--- src/rtl/alu_pkg.sv ---
`default_nettype none
// +-----------------------------------------------------------------------+
// | Module      : alu_pkg                                                 |
// | Description : Shared ALU constants: datapath width, MUL state         |
// |               encoding and the MUL opcode.                            |
// | Revision    : 1.0 - initial release                                   |
// +-----------------------------------------------------------------------+
package alu_pkg;

  localparam int ALU_WIDTH = 32;

  // Multiplier control states
  localparam logic [1:0] MUL_ST_IDLE = 2'd0;
  localparam logic [1:0] MUL_ST_RUN  = 2'd1;
  localparam logic [1:0] MUL_ST_DONE = 2'd2;

  // ALU opcode that selects the multiplier result
  localparam logic [3:0] ALU_OP_MUL = 4'd6;

endpackage : alu_pkg
`default_nettype wire

--- src/rtl/seq_multiplier32_adder.sv ---
`default_nettype none
// +-----------------------------------------------------------------------+
// | Module      : seq_multiplier32_adder                                  |
// | Description : Ripple-carry adder with carry-in and carry-out, shared  |
// |               between the ALU add path and the multiplier.            |
// | Revision    : 1.0 - initial release                                   |
// +-----------------------------------------------------------------------+
module seq_multiplier32_adder #(
  parameter int WIDTH = 32
) (
  input  logic [WIDTH-1:0] a_i,
  input  logic [WIDTH-1:0] b_i,
  input  logic             cin_i,
  output logic [WIDTH-1:0] sum_o,
  output logic             cout_o
);

  logic [WIDTH:0] w_carry;

  assign w_carry[0] = cin_i;

  // One full adder per bit, carry rippling from LSB to MSB
  for (genvar i = 0; i < WIDTH; i++) begin : g_bit
    logic w_p;
    assign w_p            = a_i[i] ^ b_i[i];
    assign sum_o[i]       = w_p ^ w_carry[i];
    assign w_carry[i + 1] = (a_i[i] & b_i[i]) | (w_p & w_carry[i]);
  end

  assign cout_o = w_carry[WIDTH];

endmodule : seq_multiplier32_adder
`default_nettype wire

--- src/rtl/seq_multiplier32.sv ---
`default_nettype none
// +-----------------------------------------------------------------------+
// | Module      : seq_multiplier32                                        |
// | Description : Unsigned shift-add multiplier. One conditional add and  |
// |               one right shift per cycle; 2*WIDTH-bit exact product.   |
// | Revision    : 1.0 - initial release                                   |
// +-----------------------------------------------------------------------+
module seq_multiplier32
  import alu_pkg::*;
#(
  parameter int WIDTH = ALU_WIDTH,
  parameter int CNT_W = 6
) (
  input  logic               clk,
  input  logic               rst_n,
  input  logic               start,
  input  logic [WIDTH-1:0]   in1,
  input  logic [WIDTH-1:0]   in2,
  output logic               busy,
  output logic               done,
  output logic [2*WIDTH-1:0] product,
  output logic               ovf
);

  localparam logic [CNT_W-1:0] c_LAST_STEP = CNT_W'(WIDTH - 1);

  logic [1:0]         state_q,   state_d;
  logic [WIDTH-1:0]   mcand_q,   mcand_d;
  logic [WIDTH-1:0]   acc_hi_q,  acc_hi_d;
  logic [WIDTH-1:0]   acc_lo_q,  acc_lo_d;
  logic [CNT_W-1:0]   cnt_q,     cnt_d;
  logic [2*WIDTH-1:0] product_q, product_d;
  logic               ovf_q,     ovf_d;
  logic               done_q,    done_d;

  logic [WIDTH-1:0]   w_addend;
  logic [WIDTH-1:0]   w_sum;
  logic               w_cout;

  // Partial product is the multiplicand when the current multiplier bit is set
  assign w_addend = acc_lo_q[0] ? mcand_q : '0;

  seq_multiplier32_adder #(
    .WIDTH (WIDTH)
  ) u_adder (
    .a_i    (acc_hi_q),
    .b_i    (w_addend),
    .cin_i  (1'b0),
    .sum_o  (w_sum),
    .cout_o (w_cout)
  );

  // Control FSM and datapath next-state; carry-out lands in acc_hi MSB so
  // the full-scale product does not lose its top bit
  always_comb begin
    state_d   = state_q;
    mcand_d   = mcand_q;
    acc_hi_d  = acc_hi_q;
    acc_lo_d  = acc_lo_q;
    cnt_d     = cnt_q;
    product_d = product_q;
    ovf_d     = ovf_q;
    done_d    = 1'b0;
    case (state_q)
      MUL_ST_IDLE: begin
        if (start) begin
          mcand_d  = in1;
          acc_hi_d = '0;
          acc_lo_d = in2;
          cnt_d    = '0;
          state_d  = MUL_ST_RUN;
        end
      end
      MUL_ST_RUN: begin
        acc_hi_d = {w_cout, w_sum[WIDTH-1:1]};
        acc_lo_d = {w_sum[0], acc_lo_q[WIDTH-1:1]};
        cnt_d    = cnt_q + CNT_W'(1);
        if (cnt_q == c_LAST_STEP) begin
          product_d = {acc_hi_d, acc_lo_d};
          ovf_d     = |acc_hi_d;
          done_d    = 1'b1;
          state_d   = MUL_ST_DONE;
        end
      end
      MUL_ST_DONE: begin
        state_d = MUL_ST_IDLE;
      end
      default: begin
        state_d = MUL_ST_IDLE;
      end
    endcase
  end

  // State and datapath registers; reset clears everything including product
  always_ff @(posedge clk or negedge rst_n) begin
    if (!rst_n) begin
      state_q   <= MUL_ST_IDLE;
      mcand_q   <= '0;
      acc_hi_q  <= '0;
      acc_lo_q  <= '0;
      cnt_q     <= '0;
      product_q <= '0;
      ovf_q     <= 1'b0;
      done_q    <= 1'b0;
    end else begin
      state_q   <= state_d;
      mcand_q   <= mcand_d;
      acc_hi_q  <= acc_hi_d;
      acc_lo_q  <= acc_lo_d;
      cnt_q     <= cnt_d;
      product_q <= product_d;
      ovf_q     <= ovf_d;
      done_q    <= done_d;
    end
  end

  assign busy    = (state_q != MUL_ST_IDLE);
  assign done    = done_q;
  assign product = product_q;
  assign ovf     = ovf_q;

endmodule : seq_multiplier32
`default_nettype wire

--- config.mk ---
export PLATFORM = sky130hd
export DESIGN_NAME = seq_multiplier32
export DESIGN_NICKNAME = d
export VERILOG_FILES = /design/src/rtl/alu_pkg.sv /design/src/rtl/seq_multiplier32_adder.sv /design/src/rtl/seq_multiplier32.sv
export SDC_FILE = /design/constraint.sdc
export NUM_CORES = 1
export LEC_CHECK = 0
export ABC_AREA = 1
export ABC_CLOCK_PERIOD_IN_PS = 12930
export BUFFER_PORTS_ARGS = -buffer_cell sky130_fd_sc_hd__buf_2
export CAP_MARGIN = 20
export CORE_ASPECT_RATIO = 1.4
export CORE_MARGIN = 2
export CORE_UTILIZATION = 50
export CTS_CLUSTER_DIAMETER = 50
export DETAILED_ROUTE_END_ITERATION = 10
export MAX_ROUTING_LAYER = met4
export PLACE_DENSITY = 0.73
export SLEW_MARGIN = 15
export SYNTH_ARGS = -nofsm -noshare
export SYNTH_HDL_FRONTEND = slang
export SYNTH_SLANG_ARGS = --single-unit
--- constraint.sdc ---
create_clock -name clk -period 12.93 [get_ports clk]
set_input_delay 0.6465 -clock clk [delete_from_list [all_inputs] [get_ports clk]]
set_output_delay 0.6465 -clock clk [all_outputs]
set_load 0.01 [all_outputs]
==> results of run 1 <==
==> worst max-delay path: cells and delay by family, from the launching register on <==
family / cells / cell delay (ns)
adder cells (fa/ha/maj): 32 / 11.10
buffers and inverters: 6 / 0.37
flip-flops: 1 / 0.35
AND/OR/NAND/NOR: 8 / 0.52
==> cell type report <==
| type | count | share of cell area [%] |
|---|---|---|
| Multi-Input combinational cell | 453 | 31.4 |
| Clock inverter | 14 | 1.64 |
| Inverter | 82 | 3.46 |
| Clock buffer | 18 | 4.82 |
| Timing Repair Buffer | 141 | 8.22 |
| Sequential cell | 170 | 47.8 |
| Tap cell | 192 | 2.70 |
==> timing repair <==
item,CTS,global route
hold endpoints to repair,0,0
endpoints found under the setup margin,3,4
pin swaps,2,9
gates resized for setup,6,3
setup buffers,0,1
==> stage by stage <==
stage / instance area, um2 / hold WS [ns] / TNS [ns] / setup WS (ns)
CTS: 8890 / 0.363 / 0 / 0.0377
global placement: 8300 / 0.460 / -0.00299 / -0.00299
global route: 8900 / 0.383 / -0.0278 / -0.0278
floorplan: 7600 / 0.351 / 0 / 0.0238
detailed placement: 8300 / 0.463 / -0.152 / -0.152
finish: 8900 / 0.324 / 0 / 0.464
==> metal layers <==
layer  vias to the layer above  global-route usage (%)
met5                         -                       -
met4                         0                    5.90
met3                        16                    3.45
met2                       135                    36.0
met1                      2585                    27.8
li1                       2630                       -
==> worst paths after layout <==
path                                         startpoint                 endpoint  slack (ns)
max in group asynchronous                         rst_n  product[31]$_DFFE_PN0P_       11.14
worst min-delay path                              rst_n  acc_lo_q[9]$_DFFE_PN0P_        0.32
min in group clk                                in1[22]  mcand_q[22]$_DFFE_PN0P_        0.43
worst max register to register   mcand_q[0]$_DFFE_PN0P_          ovf$_DFFE_PN0P_        0.46
worst min register to register  product[43]$_DFFE_PN0P_  product[43]$_DFFE_PN0P_        0.48
worst max-delay path             mcand_q[0]$_DFFE_PN0P_          ovf$_DFFE_PN0P_        0.46
==> placed cells by master (no fill, tap or decap), drive strengths merged <==
cell and instances:
clkinv 3, o21ai 74, ha 2, nand4 1, nor2 14, bufinv 2, clkbuf 18, nand2 234
clkinvlp 6, xor2 1, a21oi 32, inv 85, o22ai 61, nand3 3, dfrtp 170, buf 141
fa 31
==> power by group through the flow <==
stage	sequential, W	combinational (W)	clock, W
after floorplan	0.000902	0.000819	0
after global placement	0.000881	0.00111	0
after detailed placement	0.000890	0.00115	0
after CTS	0.000882	0.00116	0.000505
after global routing	0.000908	0.00131	0.000528
final	0.000881	0.00115	0.000495
==> kinds of logic after synthesis <==
group	Yosys count	synth area share [%]
and+or+nand+nor	252	12.9
DFF	170	56.4
AOI/OAI and AO/OA	167	14.4
buffers and inverters	124	7.62
adders and majority gates	33	8.56
xor gates and xnor gates	1	0.116
==> state kept, by name (all words and copies together) (netlist names) <==
signal,count
done,1
state_q,2
acc_lo_q,32
acc_hi_q,32
mcand_q,32
ovf,1
cnt_q,6
product,64
==> results.md, run 1 <==
- Status: completed
- Root Driver: clkbuf_16
- Net switching power: 0.000991 W
- Multi-input gate area: 2790 um2
- PortBufs: 133
- Grt ovf: 0
- Leakage: 4.45 nW
- Fin cells: 1070
- Reg area: 4250 um2
- Internal: 0.00154 W
- Register area share after synthesis: 56.4%
- Post-synth EDFFs: 0
- # DRC: 0
- Vias in the first global route: 5538
- Final Util: 59.9%
- Most Frequent Cell on Critical Path: fa_2
- Crit path largest cell delay: 0.49 ns
- Post-Route M1 WL: 6.88 mm
- Critical path required time: 13.23 ns
- Post-synthesis cell type count: 23
- Num CTS Buffers: 17
- Layout cells sized above 1: 29.4%
- Setup-failing EPs final: 0
- Register share of total power: 34.8%
- Fin nets: 965
- Comb power frac: 45.6%
- 1st-pass router iterations: 4
- VDD IR max: 0.146 mV
- Top Ports: 134
- Vias: 5366
- CTS tree: yes
- Wirelength, routed: 15.8 mm
- Mean area per synthesized cell: 10.1 um2
- Fillers: 1330
- Wire length per cell: 14.8 um
- Crit. End Element: flip-flop
- Met2 wire len: 8.10 mm
- Netlist Area Pre-Place: 7540 um2
- Pwr per Cell Area: 284 nW/um2
- Die W: 108 um
- Final Hold Vio Count: 0
- Clock Latency Late Sink: 0.41 ns
- DR vias/cell: 5.01
- Crit-path max FO: 2
- Final Critical Period: 12.47 ns
- Number of synthesized register bits: 170
- Die ar.: 16100 um2
- Post-route ant nets: 0
- Dpl cells: 1037
- CTS sink cnt: 170
- Setup Skew: 0.00856 ns
- Switching share of power: 39.2%
- Antenna diode count: 0
- Worst slew margin: 33.4%
- Hold/Removal Path Class: input pin to asynchronous set/reset pin
- Share of the synthesized area in the top cell type: 56.4%
- Setup Crit Path Kind: flip-flop to flip-flop
- Fraction of registers with async set/reset: 100%
- Clk slew on worst S/H paths: 0.07 ns
- Hpwl dp: 10.3 mm
- Global placement routability congestion: 0.795
- Worst Path Arrival: 12.76 ns
- Clk pwr share: 19.6%
- Post-CTS Hold Buffers: 0
- Die height: 149 um
- GRT Util Overall: 21.7%
- Pin count of the biggest net entering global routing: 96
- Max layer used: met4
- Core area: 14900 um2
- Antenna violations before repair: 0
- FP Rows: 53
- Startpoint types: flip-flop
- Initial drt markers: 245
- Syn. warnings: 0
- Final period util: 96.4%
- Synth area leaders: dfrtp_1, nand2_1, fa_1, o21ai_2, o22ai_1
- First-pass GRT wire length: 26.6 mm
- Overall power: 0.00253 W
- FMAX: 80.2 MHz
- Worst Reg-to-Reg Cells: 46
- Slowest cell on crit path: fa_1
- Mapped Cells: 747
- Count leader, synth: nand2_1
- CTS H-tree lvls: 4
- WL met3: 643 um
- CTS max path bufs: 2
- Most used DFF post-synth: dfrtp_1
- Slew Viols, Final: 0
- Dominant cell type by area after synthesis: dfrtp_1
- Worst-margin pin slew: 0.997 ns
- Syn nets: 847
- Max Cap Viol: 0
- Post-synth top cells: nand2_1, dfrtp_1, inv_1, o22ai_1, o21ai_2
- Initial core utilization: 50.7%
- Layout area overhead: 18.1%
Note: power is estimated with default switching activity, not from simulation.
==> inputs of run 2 (changes only) <==
--- a/config.mk
+++ b/config.mk
@@ -11,11 +11,12 @@
 export CAP_MARGIN = 20
 export CORE_ASPECT_RATIO = 1.4
 export CORE_MARGIN = 2
-export CORE_UTILIZATION = 50
+export CORE_UTILIZATION = 35
 export CTS_CLUSTER_DIAMETER = 50
 export DETAILED_ROUTE_END_ITERATION = 10
 export MAX_ROUTING_LAYER = met4
-export PLACE_DENSITY = 0.73
+export PLACE_DENSITY = 0.54
+export SKIP_LAST_GASP = 1
 export SLEW_MARGIN = 15
 export SYNTH_ARGS = -nofsm -noshare
 export SYNTH_HDL_FRONTEND = slang
==> constraint.sdc (replaced) <==
create_clock -name clk -period 12.93 [get_ports clk]
set_input_delay 0.6465 -clock clk [delete_from_list [all_inputs] [get_ports clk]]
set_output_delay 0.6465 -clock clk [all_outputs]
set_load 0.005 [all_outputs]
==> results.md, run 2 (synthesis results as in run 1) <==
- R2R Path Start: acc_lo_q[0]$_DFFE_PN0P_ (was mcand_q[0]$_DFFE_PN0P_)
- CTS H-tree lvls: 4 (unchanged)
- Antenna diode count: 0 (unchanged)
- Status: completed (unchanged)
- Setup-failing EPs final: 0 (unchanged)
- Die W: 128 um (was 108 um)
- Setup TNS: 0 ns (unchanged)
- VDD IR max: 0.111 mV (was 0.146 mV)
- Slowest cell on crit path: fa_1 (unchanged)
- Vias in the first global route: 5590 (was 5538)
- Wire length per cell: 15.0 um (was 14.8 um)
- Most Frequent Cell on Critical Path: fa_2 (unchanged)
- Fin nets: 967 (was 965)
- Pin count of the biggest net entering global routing: 76 (was 96)
- Final period util: 95.0% (was 96.4%)
- Design area: 9020 um2 (was 8900 um2)
- FMAX: 81.4 MHz (was 80.2 MHz)
- CTS tree: yes (unchanged)
- Placed cell areas: 8410 um2 (was 8300 um2)
- Hpwl dp: 11.4 mm (was 10.3 mm)
- Die height: 178 um (was 149 um)
- Crit-path max FO: 2 (unchanged)
- Slew Viols, Final: 0 (unchanged)
- Reg2reg setup slack: 0.65 ns (was 0.46 ns)
- Leakage: 4.47 nW (was 4.45 nW)
- Final Util: 42.7% (was 59.9%)
- Top Ports: 134 (unchanged)
- Final Hold Vio Count: 0 (unchanged)
- CTS max path bufs: 2 (unchanged)
- CTS sink cnt: 170 (unchanged)
- # DRC: 0 (unchanged)
- Dpl ws: -0.108 ns (was -0.152 ns)
- 1st-pass router iterations: 4 (unchanged)
- Vias: 5305 (was 5366)
- Critical path required time: 13.25 ns (was 13.23 ns)
- Fillers: 2108 (was 1330)
- Crit. End Element: flip-flop (unchanged)
- Initial core utilization: 35.7% (was 50.7%)
- FP Rows: 63 (was 53)
- Clock Latency Late Sink: 0.44 ns (was 0.41 ns)
- Worst slew margin: 34.1% (was 33.4%)
- Max Cap Viol: 0 (unchanged)
- Core area: 21100 um2 (was 14900 um2)
- Antenna violations before repair: 0 (unchanged)
- Hold/Removal Path Class: input pin to asynchronous set/reset pin (unchanged)
- Worst setup path startpoint: acc_lo_q[0]$_DFFE_PN0P_ (was mcand_q[0]$_DFFE_PN0P_)
- Most frequent cells in the layout: nand2_1, dfrtp_1, buf_2, inv_1, o22ai_1 (unchanged)
- Fin cells: 1140 (was 1070)
- Global placement routability congestion: 0.778 (was 0.795)
- Max reg flops: 64 (unchanged)
- Post-route ant nets: 0 (unchanged)
- Worst Path Arrival: 12.61 ns (was 12.76 ns)
- Layout cells sized above 1: 29.3% (was 29.4%)
- Num CTS Buffers: 17 (unchanged)
- Setup Skew: 0.0144 ns (was 0.00856 ns)
- Root Driver: clkbuf_16 (unchanged)
- Setup Crit Path Kind: flip-flop to flip-flop (unchanged)
- PortBufs: 133 (unchanged)
- Commonest non-fill, non-tap cell in the layout: nand2_1 (unchanged)
- Grt ovf: 0 (unchanged)
- Dpl cells: 1107 (was 1037)
- Worst-margin pin slew: 0.986 ns (was 0.997 ns)
- Layout area overhead: 19.6% (was 18.1%)
- Post-CTS Hold Buffers: 0 (unchanged)
- Final setup margin: 0.649 ns (was 0.464 ns)
- Die ar.: 22700 um2 (was 16100 um2)
- Clk slew on worst S/H paths: 0.06 ns (was 0.07 ns)
- Reg-to-Reg End: ovf$_DFFE_PN0P_ (unchanged)
- Worst Reg-to-Reg Cells: 46 (unchanged)
- First-pass GRT wire length: 28.3 mm (was 26.6 mm)
- DR vias/cell: 4.65 (was 5.01)
- Final Critical Period: 12.28 ns (was 12.47 ns)
- Startpoint types: flip-flop (unchanged)
- Initial drt markers: 307 (was 245)
- Unrepaired setup endpoints after global routing: false
- Wirelength, routed: 17.1 mm (was 15.8 mm)
- GRT Util Overall: 16.7% (was 21.7%)
- Crit path largest cell delay: 0.50 ns (was 0.49 ns)
- Pwr per Cell Area: 278 nW/um2 (was 284 nW/um2)
## run 2: cell count changes in the layout (fill, tap and decap cells not counted)
| cell | previous run | this run |
|---|---|---|
| inv_1 | 76 | 77 |
| nand3_2 | 1 | 0 |
| nand3_4 | 0 | 1 |
| inv_2 | 6 | 5 |
| nor2_1 | 12 | 11 |
| fa_1 | 3 | 5 |
| fa_2 | 28 | 26 |
| clkinv_4 | 0 | 1 |
| clkbuf_8 | 0 | 1 |
| clkinvlp_4 | 6 | 5 |
| buf_4 | 8 | 10 |
| clkinv_2 | 3 | 2 |
| nor2_2 | 1 | 2 |
## run 2: worst max-delay path by stage
stage,cells after the start,slack [ns],to
after floorplan,48,0.02,ovf$_DFFE_PN0P_
after global placement,46,-0.04,ovf$_DFFE_PN0P_
after detailed placement,46,-0.11,ovf$_DFFE_PN0P_
after CTS,46,0.02,ovf$_DFFE_PN0P_
after global routing,46,0.007,ovf$_DFFE_PN0P_
final,46,0.65,ovf$_DFFE_PN0P_
## run 2: cell type report
cell class	instances	area, um2	share of cell area (%)
tap	260	325	3.61
timing repair buffer	143	747	8.28
multi-input combinational	453	2800	31.0
inverter	82	308	3.41
clock buffer	19	443	4.91
clock inverter	13	143	1.58
sequential	170	4250	47.2
## run 2: stage by stage
| stage | hold WS, ns | total power (W) |
|---|---|---|
| 2_1_floorplan | 0.351 | 0.00169 |
| 3_3_place_gp | 0.460 | 0.00201 |
| 3_5_place_dp | 0.460 | 0.00203 |
| 4_1_cts | 0.188 | 0.00255 |
| 5_1_grt | 0.212 | 0.00276 |
| 6_report | 0.177 | 0.00251 |
## run 2: per-layer routing
layer  vias to the layer above  GRT usage, %  wire length, um
met5                         -             -                0
met4                         0          5.59              238
met3                        16          3.38              522
met2                       104          28.3             8880
met1                      2539          19.9             7470
li1                       2646             -                -
## run 2: timing repair
action,CTS,global route
hold endpoints to repair,0,0
pin swaps,0,14
endpoints found under the setup margin,1,5
gates resized for setup,3,4
buffers inserted,0,1
## run 2: critical path, delay by kind of cell, from the launching register on
kind                       cells  cell delay [ns]
adders and majority gates     32            10.97
and+or+nand+nor                8             0.47
buffers and inverters          6             0.36
DFF                            1             0.35
## run 2: where the power goes
part	leakage [nW]	internal (W)	switching (W)
logic	2.17	0.000480	0.000639
registers	2.03	0.000770	0.000111
clock network	0.272	0.000291	0.000219
total	4.47	0.00154	0.000970
